## src/rtl/mux4_rr_arbiter.sv

```systemverilog
// Round-robin arbiter driving the select of a shared 4:1 single-bit mux.
// It adds a per-owner hold limit and registers the selected bit with a valid flag.
module mux4_rr_arbiter #(
  parameter int MAX_HOLD = 4,
  parameter int CNT_W    = 4
) (
  input  logic       clk_in,
  input  logic       rst_in,
  input  logic [3:0] req_in,
  input  logic [3:0] data_in,
  output logic [3:0] grant_out,
  output logic [1:0] sel_out,
  output logic       y_out,
  output logic       valid_out
);

  typedef enum logic {IDLE, GRANT} state_t;

  localparam logic [CNT_W-1:0] HOLD_LAST = CNT_W'(MAX_HOLD - 1);

  state_t           state;
  logic [1:0]       ptr;
  logic [CNT_W-1:0] hold_cnt;

  logic [3:0] eligible;
  logic       win_found;
  logic [1:0] win_idx;
  logic       owner_req;
  logic       at_limit;
  logic       take_new;
  logic       go_idle;

  // While granted, the current owner never competes in the scan.
  always_comb begin
    eligible = req_in;
    if (state == GRANT) begin
      eligible = req_in & ~(4'b0001 << sel_out);
    end
  end

  // Circular scan starting one past the last winner; wraps naturally in 2 bits.
  always_comb begin
    win_found = 1'b0;
    win_idx   = ptr;
    for (int k = 1; k <= 4; k++) begin
      if (!win_found && eligible[ptr + 2'(k)]) begin
        win_found = 1'b1;
        win_idx   = ptr + 2'(k);
      end
    end
  end

  always_comb begin
    owner_req = req_in[sel_out];
    at_limit  = (hold_cnt == HOLD_LAST);
    take_new  = 1'b0;
    go_idle   = 1'b0;
    if (state == IDLE) begin
      take_new = win_found;
    end else if (!owner_req) begin
      take_new = win_found;
      go_idle  = !win_found;
    end else if (at_limit) begin
      take_new = win_found;
    end
  end

  always_ff @(posedge clk_in or posedge rst_in) begin
    if (rst_in) begin
      state     <= IDLE;
      ptr       <= 2'd3;
      hold_cnt  <= '0;
      grant_out <= 4'b0000;
      sel_out   <= 2'd0;
      y_out     <= 1'b0;
      valid_out <= 1'b0;
    end else begin
      // Output stage lags the grant by one cycle and is zero when not granted.
      valid_out <= (state == GRANT);
      y_out     <= (state == GRANT) ? data_in[sel_out] : 1'b0;

      if (take_new) begin
        state     <= GRANT;
        grant_out <= 4'b0001 << win_idx;
        sel_out   <= win_idx;
        ptr       <= win_idx;
        hold_cnt  <= '0;
      end else if (go_idle) begin
        state     <= IDLE;
        grant_out <= 4'b0000;
        hold_cnt  <= '0;
      end else if (state == GRANT) begin
        hold_cnt <= at_limit ? '0 : hold_cnt + CNT_W'(1);
      end
    end
  end

endmodule

```

## config.mk

```make
export PLATFORM = sky130hd
export DESIGN_NAME = mux4_rr_arbiter
export DESIGN_NICKNAME = d
export VERILOG_FILES = /design/src/rtl/mux4_rr_arbiter.sv
export SDC_FILE = /design/constraint.sdc
export NUM_CORES = 1
export LEC_CHECK = 0
export CAP_MARGIN = 20
export CORE_MARGIN = 2
export CORE_UTILIZATION = 45
export CTS_CLUSTER_SIZE = 12
export DETAILED_ROUTE_END_ITERATION = 10
export MAX_ROUTING_LAYER = met4
export PLACE_DENSITY = 0.84
export SKIP_CTS_REPAIR_TIMING = 1
export SYNTH_ARGS = -nofsm -noshare
export SYNTH_HDL_FRONTEND = slang
export SYNTH_SLANG_ARGS = --single-unit
```

## constraint.sdc

```tcl
create_clock -name clk_in -period 1.6 [get_ports clk_in]
set_input_delay 0.16 -clock clk_in [delete_from_list [all_inputs] [get_ports clk_in]]
set_output_delay 0.16 -clock clk_in [all_outputs]
set_load 0.01 [all_outputs]
```

* Word-level counts from Yosys, hierarchy flattened *
Cells that the tools add are included.

word-level totals
  bits in registers = 15
  latch bits = 0
  memories = 0
  output and inout port bits = 8
  memory bits (read-only) = 0
  logic and storage cells = 65
  RAM bits = 0

cells by class
  $lt $le $gt $ge = 5
  muxes and demuxes = 35
  multipliers = 0
  shift operators = 2
  equality and inequality tests = 1
  $add $sub $neg = 4
  bitwise operators = 2
  div/mod/pow operators = 0
  reductions and logical operators = 9

operators by type and width
  kind                 number
  $mux 4               7
  $mux 1               18
  $lt 2x3->1 const B   5
  $bmux 1 s2           6
  $mux 2               4
  $shl 1x2->4 const A  2
  $add 2x2->2 const B  2
  $add 4x1->4 const B  1
  $and 4x4->4          1
  $eq 4x2->1 const B   1
  $logic_not 1->1      4
  $not 4->4            1
  $logic_and 1x1->1    3
  $reduce_bool 3->1    1
  $add 2x1->2 const B  1
  $reduce_bool 2->1    1

* Longest topological paths before layout *
  depth in word-level cells = 21
  depth in mapped cells = 6
  depth with buffers taken out = 6

* Worst setup path after synthesis *
OpenSTA, ideal clock, no wires.

  kind = reg2reg
  start = reg sel_out[1]
  end = reg grant_out[2]
  data required time = 1479 ps
  path slack = -156 ps
  cell stages (with the launch flop) = 7
  period minus slack after synthesis = 1756 ps
  arrival = 1635 ps
  setup time = 121 ps
  path through = dfrtp_1 > buf_6 > and3_1 > a2111oi_2 > a2111oi_4 > and2b_1 > a22o_1

on the way
  longest elaborated chain between the ends = 20
  elaborated cells between the ends (all ways) = 37
  classes of those cells = 2 x shift; 25 x mux; 2 x bitwise; 8 x reduce/logical

ends and longest elaborated chain
  what                                                line    RTL
  from (decl)                                         12      output logic [1:0] sel_out,
  from (signal assigned)                              85      sel_out <= win_idx;
  $shl 1x2->4                                         37      eligible = req_in & ~(4'b0001 << sel_out);
  $not 4->4                                           37
  $and 4x4->4                                         37
  $mux 4                                              36      if (state == GRANT) begin
  $bmux 1 s2                                          46      if (!win_found && eligible[ptr + 2'(k)]) begin
  $mux 1 (implied by the code)                        46
  $mux 1                                              46
  $logic_not 1->1                                     46
  [4 not listed]                                      -
  $mux 1                                              46
  $logic_not 1->1                                     46
  $logic_and 1x1->1                                   46
  $mux 1                                              46
  $mux 1 / $logic_not 1->1 (equally long branches)    63, 62
  $mux 1                                              60      end else if (!owner_req) begin
  $mux 1                                              58      if (state == IDLE) begin
  $mux 4 / $reduce_bool 2->1 (equally long branches)  -
  to (signal assigned)                                84      grant_out <= 4'b0001 << win_idx;
  to (decl)                                           11      output logic [3:0] grant_out,

Several ways; a longest one is shown, not always the timed one. The select of a mux whose other input is x is not followed.
A chain may end at the register's enable or synchronous reset.

* Final worst setup path *
  start = reg sel_out[1]
  end = reg grant_out[3]

The elaborated chain is that of the path after synthesis.

==> results.json <==
{
  "relSlewSlack_pct": 63.1,
  "clock_skew_ns": 0.00978,
  "die_w_um": 49.8,
  "viasPerCell": 5.66,
  "cts_made_buffers": 3,
  "synth_nets": 100,
  "area_delta_synth_final_pct": 60.1,
  "cp-startpoint": "sel_out[1]",
  "ios": 18,
  "fmax_ghz": 0.560,
  "placed_cell_area_mm2": 0.00130,
  "clk_latency_ns": 0.31,
  "setup_viol": 11,
  "yosys-top-cells-count": "13 x dfrtp_1, 7 x nor2_1, 6 x inv_1",
  "leakagePower_nw": 0.640,
  "die_area_mm2": 0.00248,
  "grt_max_degree": 16,
  "power.density_mw_per_mm2": 1790,
  "drt_first_iter_violations": 17,
  "final_max_slew_viol_count": 0,
  "synth_top_area_share_pct": 34.4,
  "ys.warnings.count": 0,
  "num_rows": 16,
  "r2r-start": "sel_out[1]",
  "ys_types": 39,
  "synth_edf_count": 0,
  "synthFlopType": "dfrtp_1",
  "antenna_left": 0,
  "path_class": "flop to flop",
  "antenna_cells": 0,
  "layout-drive-gt1-share_pct": 47.4,
  "overflow": 0,
  "grtUsageTotal_pct": 22.2,
  "nets": 145,
  "critPathMaxFanout": 7,
  "cts_tree": "built",
  "grt_pass1_vias": 900,
  "synth_seq_cells": 15,
  "holdWs_ns": 0.186,
  "cts_root_buf": "clkbuf_4",
  "clkTransAtPathRegs_ns": 0.10,
  "avgSynthCellArea_um2": 10.6,
  "netlist_area_um2": 945,
  "violations": "setup timing",
  "final_util_pct": 77.1,
  "yosysMostFrequentCell": "dfrtp_1",
  "syn_inst": 89,
  "setup_ws_ns": -0.186,
  "grt_pass1_wl_mm": 4.00,
  "cp.buffers_inverters": 2,
  "min_path_type": "primary input to async pin",
  "antenna_found_initial": 0,
  "clock-sinks": 15,
  "drt-pass1-iter-count": 4,
  "cp.arrival_ns": 2.04,
  "postRouteWirelength_mm": 2.72,
  "maxCapViolCount": 0,
  "portBuffers": 17,
  "dp_slack_ns": -0.355,
  "core_mm2": 0.00196,
  "gp_congestion": 0.829,
  "tns_ns": -1.08,
  "worst_pin_slew_ns": 0.552,
  "crit_chain": "buf_12, mux4_2, o211ai_4, o21ai_4, buf_4, nor2_1, a22o_1",
  "rsz0062_at_grt": "yes",
  "dieHeight_um": 49.8,
  "startpoint_type": "flop",
  "synth_largest_area_cell": "dfrtp_1",
  "async_flop_share_pct": 100,
  "design_area_mm2": 0.00151,
  "routedWlPerCell_um": 17.0,
  "cts.path.max_buffers": 2,
  "ys_seq_area_share_pct": 40.0,
  "synthTopCellsByArea": "dfrtp_1 34%, mux2_2 6.0%, dfstp_2 5.6%",
  "drc": 0,
  "layout_min_cycle_time_ns": 1.79,
  "start_util_pct": 48.2,
  "detailed_place_hpwl_mm": 1.80,
  "htree_levels": 1,
  "hold_viol": 0,
  "fin_crit_sh_pct": 112,
  "worstPathRequired_ns": 1.85,
  "cp_top_family": "multiplexers",
  "slowest_delay_ns": 0.54,
  "end_kind": "flop",
  "vdd_drop_max_mv": 1.28,
  "crit_path_top_delay_cell": "mux4_2",
  "via_count": 905,
  "outcome": "finished, violations left"
}
cell usage in the layout, fill, tap and decap left out, types with 3 or more instances in the layout:
cell type / n
buf_4: 22
clkdlybuf4s50_1: 15
dfrtp_1: 10
inv_1: 6
nor2_1: 6
mux2_2: 5
nand2_1: 4
o21ai_1: 3
a22o_1: 3
clkbuf_4: 3
buf_6: 3
dfrtp_2: 3
worst paths after layout:
| path | end | slack (ns) | cells past startpoint |
|---|---|---|---|
| worst max-delay path | grant_out[3] | -0.19 | 7 |
| worst min-delay path | grant_out[3] | 0.19 | 2 |
| worst min register to register | grant_out[0] | 0.50 | 1 |
| max in group asynchronous | sel_out[0] | 1.01 | 2 |
| min in group clk_in | grant_out[0] | 0.50 | 1 |
| worst max register to register | grant_out[3] | -0.19 | 7 |
registers in the layout, indices dropped and copies added, names as in the netlist:
signal and cells:
hold_cnt 4, y_out 1, ptr 2, valid_out 1, sel_out 2, state 1
grant_out 4
cell families (layout without fill, tap and decap cells):
kind of cell	count (synthesis)	count (layout)	share of synthesized area, %
flops	15	15	40.0
mux	9	9	12.8
fa+ha+maj	1	1	1.32
compound gates	27	27	24.4
buf+inv	9	53	4.90
simple gates	28	28	16.6
per-stage QoR:
stage | std cells | total power, W
after floorplan | 89 | 0.00156
after global placement | 150 | 0.00204
after detailed placement | 150 | 0.00210
after CTS | 154 | 0.00233
after global routing | 160 | 0.00286
final | 160 | 0.00270
layout make-up:
type	instances	area (um2)
Multi-Input combinational cell	65	653
Inverter	6	22.5
Sequential cell	15	382
Fill cell	137	449
Clock inverter	1	5.00
Clock buffer	3	22.5
Tap cell	27	33.8
Timing Repair Buffer	43	394
metal layers:
metal  vias to the layer above  part of all wire (%)  track usage, %  routed length (um)
li1                        427                     -               -                   -
met1                       433                    39            23.3                1070
met2                        35                    52            39.1                1420
met3                        10                   5.2            6.36                 141
met4                         0                   3.1            8.33                  85
met5                         -                     0               -                   0
worst register-to-register path, cell delays in order (launching register included):
cell	delay [ns]
dfrtp_2	0.42
buf_12	0.13
mux4_2	0.54
o211ai_4	0.12
o21ai_4	0.13
buf_4	0.16
nor2_1	0.10
a22o_1	0.14
report_power, final:
| group | switching [W] | total (W) | leakage (nW) | internal (W) |
|---|---|---|---|---|
| clock | 0.000142 | 0.000235 | 0.0177 | 0.0000936 |
| sequential | 0.000160 | 0.000696 | 0.177 | 0.000535 |
| combinational | 0.000764 | 0.00177 | 0.445 | 0.00101 |
| total | 0.00107 | 0.00270 | 0.640 | 0.00164 |
(Power assumes the default switching activity.)
